`src/rtl/pc_gen.sv`:
```
// pc_gen: fetch-address generator.
// Produces the registered fetch PC, applies branch/trap redirects with
// trap priority, and holds a redirect that arrives while fetch is stalled.
// After each applied redirect, fetch_kill squashes the next KILL_CYCLES fetches.
// It also flags branch targets that are not word-aligned.
module pc_gen #(
    parameter logic [31:0] RESET_PC    = 32'h0000_0000,
    parameter int          KILL_CYCLES = 2
) (
    input  logic        clk,
    input  logic        rst,
    input  logic        if_stall,
    input  logic        br_taken,
    input  logic [31:0] br_target,
    input  logic        trap_req,
    input  logic [31:0] trap_vec,
    output logic [31:0] pc,
    output logic        fetch_kill,
    output logic        misalign_err,
    output logic [31:0] misalign_addr
);

    typedef enum logic {
        RUN       = 1'b0,
        HOLD_PEND = 1'b1
    } state_t;

    // Kill-count reload value, narrowed once to the counter width.
    localparam logic [1:0] KILL_LD = 2'(KILL_CYCLES);

    state_t      state_q, state_d;
    logic [31:0] pc_q, pc_d;
    logic        pend_trap_q, pend_trap_d;
    logic [31:0] pend_target_q, pend_target_d;
    logic [1:0]  kcnt_q, kcnt_d;
    logic        merr_q, merr_d;
    logic [31:0] maddr_q, maddr_d;

    // Redirect selected for this cycle (trap beats branch).
    logic        new_req;
    logic [31:0] new_target;
    // Redirect actually loaded into pc on this edge.
    logic        apply;
    logic        apply_trap;
    logic [31:0] apply_target;

    assign new_req    = trap_req | br_taken;
    assign new_target = trap_req ? trap_vec : br_target;

    // Next-state logic: sequencing, pending capture, pc/kill/misalign update.
    always_comb begin
        state_d       = state_q;
        pc_d          = pc_q;
        pend_trap_d   = pend_trap_q;
        pend_target_d = pend_target_q;
        kcnt_d        = kcnt_q;
        merr_d        = 1'b0;
        maddr_d       = maddr_q;
        apply         = 1'b0;
        apply_trap    = 1'b0;
        apply_target  = 32'h0;

        case (state_q)
            RUN: begin
                if (if_stall) begin
                    // Fetch is frozen: park the redirect until the stall lifts.
                    if (new_req) begin
                        pend_trap_d   = trap_req;
                        pend_target_d = new_target;
                        state_d       = HOLD_PEND;
                    end
                end else if (new_req) begin
                    apply        = 1'b1;
                    apply_trap   = trap_req;
                    apply_target = new_target;
                end else begin
                    pc_d = pc_q + 32'd4;
                end
            end
            HOLD_PEND: begin
                if (if_stall) begin
                    // A trap always replaces the parked entry; a branch only
                    // replaces a parked branch.
                    if (trap_req) begin
                        pend_trap_d   = 1'b1;
                        pend_target_d = trap_vec;
                    end else if (br_taken && !pend_trap_q) begin
                        pend_trap_d   = 1'b0;
                        pend_target_d = br_target;
                    end
                end else begin
                    // Stall released: apply the parked redirect unless a fresh
                    // one of equal or higher priority arrives in this cycle.
                    state_d = RUN;
                    apply   = 1'b1;
                    if (new_req && (trap_req || !pend_trap_q)) begin
                        apply_trap   = trap_req;
                        apply_target = new_target;
                    end else begin
                        apply_trap   = pend_trap_q;
                        apply_target = pend_target_q;
                    end
                end
            end
            default: state_d = RUN;
        endcase

        if (apply) begin
            pc_d   = {apply_target[31:2], 2'b00};
            kcnt_d = KILL_LD;
            // Trap vectors are aligned silently; only branches are reported.
            if (!apply_trap && (apply_target[1:0] != 2'b00)) begin
                merr_d  = 1'b1;
                maddr_d = apply_target;
            end
        end else if (!if_stall && (kcnt_q != 2'd0)) begin
            kcnt_d = kcnt_q - 2'd1;
        end
    end

    // State register with synchronous reset that overrides everything else.
    always_ff @(posedge clk) begin
        if (rst) begin
            state_q       <= RUN;
            pc_q          <= RESET_PC;
            pend_trap_q   <= 1'b0;
            pend_target_q <= 32'h0;
            kcnt_q        <= 2'd0;
            merr_q        <= 1'b0;
            maddr_q       <= 32'h0;
        end else begin
            state_q       <= state_d;
            pc_q          <= pc_d;
            pend_trap_q   <= pend_trap_d;
            pend_target_q <= pend_target_d;
            kcnt_q        <= kcnt_d;
            merr_q        <= merr_d;
            maddr_q       <= maddr_d;
        end
    end

    assign pc            = pc_q;
    assign fetch_kill    = (kcnt_q != 2'd0);
    assign misalign_err  = merr_q;
    assign misalign_addr = maddr_q;

endmodule

```
`config.mk`:
```
export PLATFORM = sky130hd
export DESIGN_NAME = pc_gen
export DESIGN_NICKNAME = d
export VERILOG_FILES = /design/src/rtl/pc_gen.sv
export SDC_FILE = /design/constraint.sdc
export NUM_CORES = 1
export LEC_CHECK = 0
export CAP_MARGIN = 15
export CORE_MARGIN = 8
export CORE_UTILIZATION = 52
export CTS_CLUSTER_SIZE = 8
export DETAILED_ROUTE_END_ITERATION = 8
export PLACE_DENSITY = 0.86
export SYNTH_ARGS = -nofsm -noshare
export SYNTH_HDL_FRONTEND = slang
export SYNTH_SLANG_ARGS = --single-unit
```
`constraint.sdc`:
```
create_clock -name clk -period 5.9 [get_ports clk]
set_input_delay 1.77 -clock clk [delete_from_list [all_inputs] [get_ports clk]]
set_output_delay 1.77 -clock clk [all_outputs]
set_load 0.05 [all_outputs]
```
# --- After elaboration in Yosys (flattened, before gate mapping) ---
# Cells that the tools add are included.
classes:
  n_addsub: 2
  n_eq_ne: 7
  n_mux: 37
  bitwise: 5
  reduce_logical: 17
ops:
  columns: ["op", "count"]
  rows:
  - ["32-bit 2-to-1 mux", 14]
  - ["32-bit case mux with 2 select lines", 2]
  - ["32-bit by 3-bit adder with 32-bit output, second input constant", 1]
  - ["1-bit 2-to-1 mux", 15]
  - ["1-bit case mux with 2 select lines", 4]
  - ["2-bit by 1-bit != test with 1-bit output, second input constant", 3]
  - ["2-bit != test, second input constant", 3]
  - ["3-bit AND reduction", 2]
  - ["2-bit nonzero test", 3]
  - ["1-bit logical AND", 4]
  - ["2-bit 2-to-1 mux", 2]
  - ["1-bit inverter", 4]
  - ["4-bit AND reduction", 1]
  - ["2-bit OR reduction", 2]
  - ["1-bit zero test", 3]
  - ["3-bit by 2-bit != test with 1-bit output, second input constant", 1]
  - ["2-bit AND reduction", 1]
  - ["2-bit by 1-bit subtractor with 2-bit output, second input constant", 1]
  - ["1-bit logical OR", 1]
  - ["1-bit bitwise OR", 1]
word_totals:
  register_bits: 101
  out_inout_bits: 66
  word_cells: 77

# --- Depth between registers and ports, before layout ---
# Gate-level depths: netlist of run 1.
logic_depth:
  ltp_word: 9
  depth_mapped: 9
  ltp_nobuf: 6

# --- Least setup slack after synthesis of run 1 ---
# OpenSTA, ideal clock, no wires.
synth_timing:
  path_kind: "input to register"
  start: "input trap_req"
  end: "register pc_q[31] (netlist: pc[31])"
  arrival_ns: 3.283
  required_ns: 5.820
  setup_slack_ns: 2.536
  stages: 8
  path_buffers: 3
  path_cell_list: "buf_6 -> nor4_4 -> buf_6 -> nor2_2 -> or2_1 -> buf_6 -> or4_4 -> o2111ai_2"
synth_via:
  elab_chain_len: 6
  elab_cells_between_ends: 17
  cone_classes: "eq/ne: 3; mux: 10; bitwise: 1; reduce/logical: 3"
synth_lines:
  columns: ["element", "line_no", "rtl"]
  rows:
  - ["start: declaration", "15", "input logic trap_req,"]
  - ["1-bit bitwise OR / 1-bit logical OR (equally long branches)", "47, 96", null]
  - ["1-bit 2-to-1 mux / 1-bit logical AND (equally long branches)", "72, 96", null]
  - ["1-bit 2-to-1 mux / 32-bit 2-to-1 mux (equally long branches)", "65, 96", null]
  - ["1-bit case mux with 2 select lines / 32-bit 2-to-1 mux (equally long branches)", "63, 81", null]
  - ["2-bit by 1-bit != test with 1-bit output (no line) / 32-bit case mux with 2 select lines (equally long branches)", null, null]
  - ["3-bit AND reduction (no line) / 32-bit 2-to-1 mux (equally long branches)", null, null]
  - ["end signal: assignment", "133", "pc_q <= pc_d;"]
  - ["end: declaration", "32", "logic [31:0] pc_q, pc_d;"]
# Several ways; a longest one is shown, not always the timed one.
# A chain may end at the register's enable or synchronous reset.

# --- Worst setup path after layout of run 1 ---
layout_timing:
  start: "input if_stall"
  end: "register pc_q[26] (netlist: pc[26])"
layout_via:
  elab_chain_len: 4
  elab_cells_between_ends: 11
  cone_classes: "eq/ne: 3; mux: 7; reduce/logical: 1"
layout_lines:
  columns: ["element", "line_no", "rtl"]
  rows:
  - ["start: declaration", "12", "input logic if_stall,"]
  - ["1-bit 2-to-1 mux (on tied branches)", "81, 65", null]
  - ["1-bit case mux with 2 select lines", "63", "case (state_q)"]
  - ["2-bit by 1-bit != test with 1-bit output (no line)", null, null]
  - ["3-bit AND reduction (no line)", null, null]
# Several ways; a longest one is shown, not always the timed one.

==> impl_metrics.py, run 1 <==
metrics = {
    "status": {
        "status": "finished, final reports clean",
    },
    "floorplan": {
        "rows": 35,
        "die-area_sq_um": 12700,
        "ios": 135,
        "die_h_um": 113,
        "core_region_area_sq_um": 9150,
        "initial_core_util": 0.533,
        "die_w_um": 113,
    },
    "route": {
        "vias_per_cell": 6.01,
        "drt-total-wl_um": 14300,
        "drt_pre_antenna_iters": 5,
        "drcViolationCount": 0,
        "postRouteAntennaNets": 0,
        "wl_per_cell_um": 18.3,
        "vias": 4714,
        "drtIter0Drc": 376,
    },
    "finish": {
        "syn2layout_area_growth_pct": 30.1,
        "drive_above_1_share": 0.0535,
        "nets": 740,
        "fill_cells": 731,
        "diodes": 0,
    },
    "placed_design": {
        "io_buffers": 132,
        "hpwl_um": 10800,
        "gp_congestion": 0.853,
    },
    "setup_path": {
        "critPathArrivalTime_ns": 4.31,
        "r2r_slack_ns": 3.48,
        "timing.rr.start": "state_q",
        "cp_max_fo": 21,
        "required_ns": 6.19,
        "crit_chain": "clkdlybuf4s50_1, buf_4, nor4_4, nand2b_1, and3b_1, nand3_1, o221ai_1",
        "startpoint_type": "input port",
        "critPathSlowestCell": "clkdlybuf4s50_1",
        "r2r-end": "pc[16]",
        "path_class": "in2reg",
        "endpoint_kind": "flip-flop",
        "critPathMaxStageDelay_ns": 0.58,
        "worst-r2r-cell-count": 5,
    },
    "timing": {
        "tns_ns": 0,
        "drv_slew": 0,
        "period_needed_ns": 4.02,
        "fmax_mhz": 248,
        "grt_setup_unrepaired": "no",
        "holdWs_ns": 0.500,
        "finalHoldViolCount": 0,
        "relSlewSlack": 0.360,
        "fin_crit_sh": 0.682,
        "tightest_slew_ns": 0.960,
        "setup_viol": 0,
        "skew_ns": 0.00854,
    },
    "pwr": {
        "ir_drop_mv": 0.135,
        "p_leak_nw": 2.29,
        "power_density_nw_per_um2": 237,
    },
    "yosys": {
        "ys.flop_type": "dfxtp_1",
        "yosysTopAreaCell": "dfxtp_1",
        "netlist_area_sq_um": 4880,
        "async_reset_ff_frac": 0,
        "synth_seq_cells": 99,
        "synth.avg_cell_area_sq_um": 8.61,
        "synth_top_cells_by_area": "dfxtp_1 41%, nor2_1 6.9%, a211oi_1 6.8%, mux2i_1 6.8%, o21ai_0 3.2%",
        "yosysTopAreaCellShare": 0.406,
        "synth_edf_count": 0,
        "synth.distinct_cells": 63,
        "synth_cells": 566,
        "ys_warn_count": 0,
        "seq_area_frac_synth": 0.406,
    },
    "grt": {
        "grt_max_degree": 75,
        "grt_pass1_vias": 4684,
        "overflow": 0,
        "grtUsageTotal": 0.222,
        "grt_pass1_wl_um": 23300,
        "antenna_found_initial": 0,
    },
    "clocking": {
        "cts.repair.resized": 0,
        "clock_sinks": 99,
        "clk_pin_slew_ns": 0.09,
        "cts-buffers-inserted": 9,
        "cts_max_path_buffers": 2,
        "cts_setup_buffers": 0,
        "holdBufCountCts": 0,
        "htree_num_levels": 3,
        "cts_tree": "done",
        "cts_root_buf": "clkbuf_8",
        "clkLatencyLatePin_ns": 0.36,
    },
    "min_path": {
        "hold_path.class": "reg2reg",
        "min_path_cells": 2,
        "min_to": "kcnt_q[1]",
        "hp-start": "kcnt_q[1]",
    },
    "job": {
        "drv_cap": 0,
    },
}
==> per-stage QoR <==
step / worst slack [ns] / cell area [sq um] / util / cells / power [W]
3_3_place_gp: 1.65 / 6150 / 0.672 / 768 / 0.00108
6_report: 1.88 / 6340 / 0.693 / 784 / 0.00150
3_5_place_dp: 1.56 / 6150 / 0.672 / 768 / 0.00109
2_1_floorplan: 2.54 / 4880 / - / 567 / 0.000964
5_1_grt: 1.75 / 6340 / 0.693 / 784 / 0.00156
4_1_cts: 1.92 / 6340 / 0.692 / 783 / 0.00150
==> cell usage after synthesis (6+ instances only) <==
cell,number
a211oi_1,44
a21o_1,7
a21oi_1,26
a31oi_1,9
buf_2,15
clkbuf_1,24
dfxtp_1,99
inv_1,6
mux2i_1,33
nand2_1,14
nand2b_1,13
nand3_1,17
nand3b_1,12
nand4_1,9
nor2_1,89
nor3_1,10
o21ai_0,31
o2bb2ai_1,11
xor2_1,10
==> per-layer routing <==
metal  vias up  global-route usage  share of wire  wire length [um]
li1       2281                   -              -                 -
met1      2185               0.277           0.41              5910
met2       234               0.368           0.49              6950
met3        14              0.0596          0.093              1330
met4         0              0.0638         0.0093               133
met5         -                   0              0                 0
==> layout by cell type (no fill, tap or decap), types with 3 or more instances in the layout <==
| cell | instances |
|---|---|
| a41oi_1 | 3 |
| clkinvlp_4 | 3 |
| a2bb2oi_1 | 4 |
| o22ai_1 | 3 |
| o21ai_0 | 31 |
| o311ai_0 | 3 |
| nor2_1 | 89 |
| a211oi_1 | 44 |
| nor3_1 | 10 |
| mux2_2 | 3 |
| nor2b_1 | 4 |
| clkdlybuf4s50_1 | 130 |
| nand4_1 | 9 |
| nand2_1 | 14 |
| buf_4 | 6 |
| or3_1 | 3 |
| a21oi_1 | 25 |
| nor4_1 | 4 |
| a22oi_1 | 3 |
| o2bb2ai_1 | 11 |
| xor2_1 | 10 |
| a31oi_1 | 9 |
| clkbuf_8 | 9 |
| dfxtp_1 | 99 |
| and3_1 | 3 |
| inv_1 | 6 |
| nor3b_1 | 4 |
| nand2b_1 | 13 |
| nand3_1 | 17 |
| a21o_1 | 7 |
| nand3b_1 | 12 |
| mux2i_1 | 33 |
==> cell families after synthesis <==
| family | share of synthesized area |
|---|---|
| flops | 0.406 |
| buf+inv | 0.0531 |
| mux | 0.0747 |
| fa+ha+maj | 0.00513 |
| other cells | 0.000769 |
| compound gates | 0.230 |
| simple gates | 0.209 |
| xor+xnor | 0.0216 |
==> how the worst max path moves through the flow <==
stage | slack, ns | start | to | depth (start not counted)
floorplan | 2.54 | trap_req | pc[31] | 8
finish | 1.88 | if_stall | pc[26] | 7
global route | 1.75 | if_stall | pc[15] | 5
global placement | 1.65 | if_stall | pc[31] | 7
CTS | 1.92 | if_stall | pc[31] | 7
detailed placement | 1.56 | if_stall | pc[31] | 7
==> sequential cells by signal, indices dropped and copies added (netlist names) <==
name,flops
kcnt_q,2
misalign_addr,32
misalign_err,1
pc,30
pend_target_q,32
pend_trap_q,1
state_q,1
==> area by class of cell <==
type	count	area (sq um)	area share
Multi-Input combinational cell	414	2650	0.418
Sequential cell	99	1980	0.312
Timing Repair Buffer	139	1360	0.215
Tap cell	111	139	0.0219
Clock buffer	11	131	0.0207
Clock inverter	4	52.6	0.00828
Inverter	6	22.5	0.00355
==> worst max-delay path: cells and delay by family <==
family | cells | cell delay [ns]
AO/OA/AOI/OAI | 1 | 0.18
AND/OR/NAND/NOR | 4 | 1.48
buffers and inverters | 2 | 0.88
==> power breakdown <==
part	internal [W]	leakage, nW	switching (W)	total (W)
registers	0.000709	0.812	0.0000379	0.000746
logic	0.000134	1.40	0.000199	0.000334
clock network	0.000194	0.0816	0.000228	0.000422
total	0.00104	2.29	0.000465	0.00150
(Power assumes the default switching activity.)
==> run 2: changes to the inputs <==
- CORE_UTILIZATION: 52 -> 44
- PLACE_DENSITY: 0.86 -> 0.77
- clock period: 5.9 -> 3.56 ns (I/O delays scaled with it)
==> run 2 against run 1 <==
Final cell count grew 5.0%. Register-to-register slack worse by 2.5 ns. Via count up 1.3%. Clock power grew 77%. Clock skew up 0.0050 ns. Utilization is 9.3 points lower. Critical endpoint is now pc[16]. Flip-flop and latch count did not move.
==> impl_metrics.py, run 2 (synthesis results as in run 1) <==
metrics = {
    "route": {
        "vias_per_cell": 5.80,
        "drt-total-wl_um": 15300,
        "drcViolationCount": 0,
        "drtIter0Drc": 452,
        "postRouteAntennaNets": 0,
        "wl_per_cell_um": 18.6,
        "vias": 4774,
        "drt_pre_antenna_iters": 6,
    },
    "setup_path": {
        "startpoint_type": "input port",
        "cp_max_fo": 10,
        "required_ns": 3.78,
        "path_class": "in2reg",
        "endpoint_kind": "flip-flop",
        "worst-r2r-cell-count": 6,
        "critPathArrivalTime_ns": 3.46,
    },
    "floorplan": {
        "ios": 135,
        "initial_core_util": 0.450,
        "core_region_area_sq_um": 10800,
        "die-area_sq_um": 14700,
        "die_h_um": 121,
        "rows": 38,
        "die_w_um": 121,
    },
    "timing": {
        "relSlewSlack": 0.281,
        "period_needed_ns": 3.25,
        "drv_slew": 0,
        "skew_ns": 0.0136,
        "setup_viol": 0,
        "grt_setup_unrepaired": "no",
        "fin_crit_sh": 0.912,
        "finalHoldViolCount": 0,
        "tightest_slew_ns": 1.05,
        "fmax_mhz": 308,
        "tns_ns": 0,
    },
    "clocking": {
        "cts_max_path_buffers": 2,
        "clock_sinks": 99,
        "cts_tree": "done",
        "clk_pin_slew_ns": 0.11,
        "cts.repair.resized": 0,
        "cts_setup_buffers": 0,
        "htree_num_levels": 3,
        "clkLatencyLatePin_ns": 0.38,
        "holdBufCountCts": 0,
        "cts-buffers-inserted": 9,
        "cts_root_buf": "clkbuf_8",
    },
    "min_path": {
        "min_path_cells": 2,
        "hold_path.class": "reg2reg",
    },
    "grt": {
        "grt_pass1_wl_um": 24100,
        "grt_max_degree": 63,
        "antenna_found_initial": 0,
        "grt_pass1_vias": 4625,
        "grtUsageTotal": 0.205,
        "overflow": 0,
    },
    "finish": {
        "layout_common_cells": "130 x clkdlybuf4s50_1, 99 x dfxtp_1, 89 x nor2_1",
        "fill_cells": 945,
        "syn2layout_area_growth_pct": 33.4,
        "seqCellArea_sq_um": 1980,
        "design_area_sq_um": 6500,
        "diodes": 0,
        "multi_input_area_sq_um": 2650,
        "drive_above_1_share": 0.0703,
        "mostFrequentLayoutCell": "clkdlybuf4s50_1",
        "nets": 749,
    },
    "placed_design": {
        "hpwl_um": 11500,
        "place_area_sq_um": 6300,
        "gp_congestion": 0.828,
        "io_buffers": 132,
    },
    "pwr": {
        "ir_drop_mv": 0.190,
        "power_density_nw_per_um2": 392,
        "p_leak_nw": 2.36,
    },
    "job": {
        "drv_cap": 0,
    },
    "status": {
        "status": "finished, final reports clean",
    },
}
run 2: cell types whose count changed in the layout (fill, tap and decap cells not counted), sizes merged:
cell,delta
buf,+10
clkinv,+4
clkbuf,-3
clkinvlp,-2
inv,+1
run 2: layout make-up:
cell class / count / area share
clock buffers: 9 / 0.0190
clock inverters: 7 / 0.0119
inverters: 6 / 0.00346
multi-input cells: 414 / 0.408
flip-flops and latches: 99 / 0.305
well taps: 140 / 0.0269
repair buffers: 148 / 0.226
run 2: critical path, stage by stage:
cell and delay (ns):
clkdlybuf4s50_1 0.56, a21bo_2 0.31, a21o_1 0.17, buf_4 0.20, nor2_1 0.08, a2111oi_0 0.89
a2111oi_0 0.18
run 2: final timing paths:
path / startpoint / to / slack (ns)
setup reg to reg: pc[2] / pc[16] / 0.94
setup / recovery: br_taken / pc[16] / 0.31
hold / removal: misalign_addr[1] / misalign_addr[1] / 0.49
hold reg to reg: misalign_addr[1] / misalign_addr[1] / 0.49
run 2: metrics by stage:
step | hold slack (ns) | total power [W] | setup slack [ns] | util | cells
finish | 0.488 | 0.00255 | 0.312 | 0.600 | 823
floorplan | 0.456 | 0.00160 | 0.898 | - | 567
detailed placement | 0.475 | 0.00183 | 0.101 | 0.581 | 807
global route | 0.515 | 0.00265 | 0.265 | 0.600 | 823
CTS | 0.487 | 0.00255 | 0.501 | 0.600 | 823
global placement | 0.463 | 0.00181 | 0.104 | 0.581 | 807
run 2: report_power, final:
part,switching [W],total (W),internal [W]
logic,0.000333,0.000566,0.000233
registers,0.0000644,0.00124,0.00117
clock network,0.000417,0.000747,0.000330
run 2: metal layers:
metal  GRT usage  part of all wire
met4      0.0748             0.019
met3      0.0423             0.070
met2       0.337              0.48
met5           0                 0
met1       0.258              0.44
==> run 3: changes to the inputs <==
- CORE_ASPECT_RATIO: unset -> 1.75
==> run 3 against run 2 <==
Sequential share of layout area fell by 0.38 points. First-iteration DRC count fell by 38%. Global-route usage rose by 0.085 points. Combinational power fell by 2%. Worst hold slack improved by 0.0096 ns. Fmax rose by 12%. Clock power rose by 39%. Critical path type unchanged. Highest routed layer unchanged.
==> impl_metrics.py, run 3 (synthesis results as in run 1) <==
metrics = {
    "status": {
        "status": "finished, final reports clean",
    },
    "route": {
        "vias_per_cell": 5.93,
        "drcViolationCount": 0,
        "vias": 4835,
        "drt-total-wl_um": 15000,
        "drtIter0Drc": 280,
        "wl_per_cell_um": 18.4,
        "postRouteAntennaNets": 0,
        "drt_pre_antenna_iters": 6,
    },
    "setup_path": {
        "crit_start": "if_stall",
        "cp-endpoint": "pc[31]",
        "endpoint_kind": "flip-flop",
        "startpoint_type": "input port",
        "cp_max_fo": 8,
        "worst-r2r-cell-count": 6,
        "critPathArrivalTime_ns": 3.18,
        "path_class": "in2reg",
        "r2r_slack_ns": 1.05,
        "critPathMaxStageDelay_ns": 0.57,
        "timing.rr.start": "pc[2]",
        "r2r-end": "pc[24]",
        "required_ns": 3.83,
        "crit_chain": "clkdlybuf4s50_1, nor4_4, nor2_2, or2_1, or4_4, o2111ai_2",
        "critPathSlowestCell": "clkdlybuf4s50_1",
    },
    "finish": {
        "mostFrequentLayoutCell": "clkdlybuf4s50_1",
        "fill_cells": 1007,
        "layout_common_cells": "130 x clkdlybuf4s50_1, 99 x dfxtp_1, 89 x nor2_1",
        "drive_above_1_share": 0.0688,
        "diodes": 0,
        "nets": 749,
        "design_area_sq_um": 6590,
        "syn2layout_area_growth_pct": 35.1,
    },
    "floorplan": {
        "rows": 51,
        "die-area_sq_um": 14800,
        "die_w_um": 95.6,
        "core_region_area_sq_um": 11000,
        "ios": 135,
        "initial_core_util": 0.444,
        "die_h_um": 155,
    },
    "clocking": {
        "clkLatencyLatePin_ns": 0.35,
        "cts_max_path_buffers": 2,
        "holdBufCountCts": 0,
        "cts_root_buf": "clkbuf_16",
        "cts-buffers-inserted": 9,
        "clock_sinks": 99,
        "clk_pin_slew_ns": 0.07,
        "htree_num_levels": 3,
        "cts_tree": "done",
        "cts.repair.resized": 0,
        "cts_setup_buffers": 0,
    },
    "placed_design": {
        "io_buffers": 132,
        "gp_congestion": 0.942,
        "place_area_sq_um": 6270,
        "hpwl_um": 11400,
    },
    "grt": {
        "grt_max_degree": 63,
        "antenna_found_initial": 0,
        "grt_pass1_wl_um": 24200,
        "grtUsageTotal": 0.205,
        "overflow": 0,
        "grt_pass1_vias": 4815,
    },
    "timing": {
        "setup_viol": 0,
        "grt_setup_unrepaired": "no",
        "relSlewSlack": 0.481,
        "tns_ns": 0,
        "fmax_mhz": 344,
        "finalHoldViolCount": 0,
        "fin_crit_sh": 0.817,
        "skew_ns": 0.0102,
        "period_needed_ns": 2.91,
        "drv_slew": 0,
        "tightest_slew_ns": 0.771,
        "holdWs_ns": 0.498,
    },
    "pwr": {
        "power_density_nw_per_um2": 431,
        "ir_drop_mv": 0.285,
        "p_leak_nw": 2.40,
        "finalPower_w": 0.00284,
    },
    "min_path": {
        "hold_path.class": "reg2reg",
    },
    "job": {
        "drv_cap": 0,
    },
}
run 3: changes by cell type in the layout (fill, tap and decap cells not counted), sizes merged:
cell,delta
clkinvlp,+3
inv,-1
clkinv,-4
bufinv,+1
clkbuf,+1
run 3: area by class of cell:
class | instances | area, sq um | share of cell area
Inverter | 6 | 22.5 | 0.00342
Clock inverter | 6 | 90.1 | 0.0137
Timing Repair Buffer | 148 | 1440 | 0.219
Sequential cell | 99 | 1980 | 0.301
Multi-Input combinational cell | 414 | 2650 | 0.403
Tap cell | 132 | 165 | 0.0251
Clock buffer | 10 | 229 | 0.0348
run 3: worst min path at each step:
| stage | to | cells after the start | start | slack, ns |
|---|---|---|---|---|
| after floorplan | kcnt_q[1] | 2 | kcnt_q[1] | 0.46 |
| after global placement | kcnt_q[1] | 2 | kcnt_q[1] | 0.46 |
| after detailed placement | misalign_addr[0] | 2 | misalign_addr[0] | 0.48 |
| after CTS | misalign_addr[0] | 2 | misalign_addr[0] | 0.50 |
| after global routing | misalign_addr[1] | 2 | misalign_addr[1] | 0.51 |
| final | misalign_addr[1] | 2 | misalign_addr[1] | 0.50 |
run 3: worst max-delay path: cells and delay by family:
family,cells,cell delay (ns)
buffers and inverters,1,0.57
AO/OA/AOI/OAI,1,0.09
AND/OR/NAND/NOR,4,1.44
run 3: metrics by stage:
stage,setup slack (ns),utilization,instances
after floorplan,0.898,-,567
after global placement,0.375,0.571,799
after detailed placement,0.311,0.571,799
after CTS,0.648,0.600,815
after global routing,0.472,0.600,815
final,0.650,0.600,815
run 3: routing by layer:
| layer | GRT usage | up-vias | part of all wire |
|---|---|---|---|
| met4 | 0.102 | 0 | 0.035 |
| li1 | - | 2305 | - |
| met1 | 0.238 | 2295 | 0.38 |
| met2 | 0.348 | 198 | 0.53 |
| met5 | 0 | - | 0 |
| met3 | 0.0357 | 37 | 0.057 |
run 3: power by group:
| part | switching [W] | internal (W) |
|---|---|---|
| Clock | 0.000428 | 0.000616 |
| Combinational | 0.000327 | 0.000229 |
| Sequential | 0.0000645 | 0.00117 |
| Total | 0.000819 | 0.00202 |
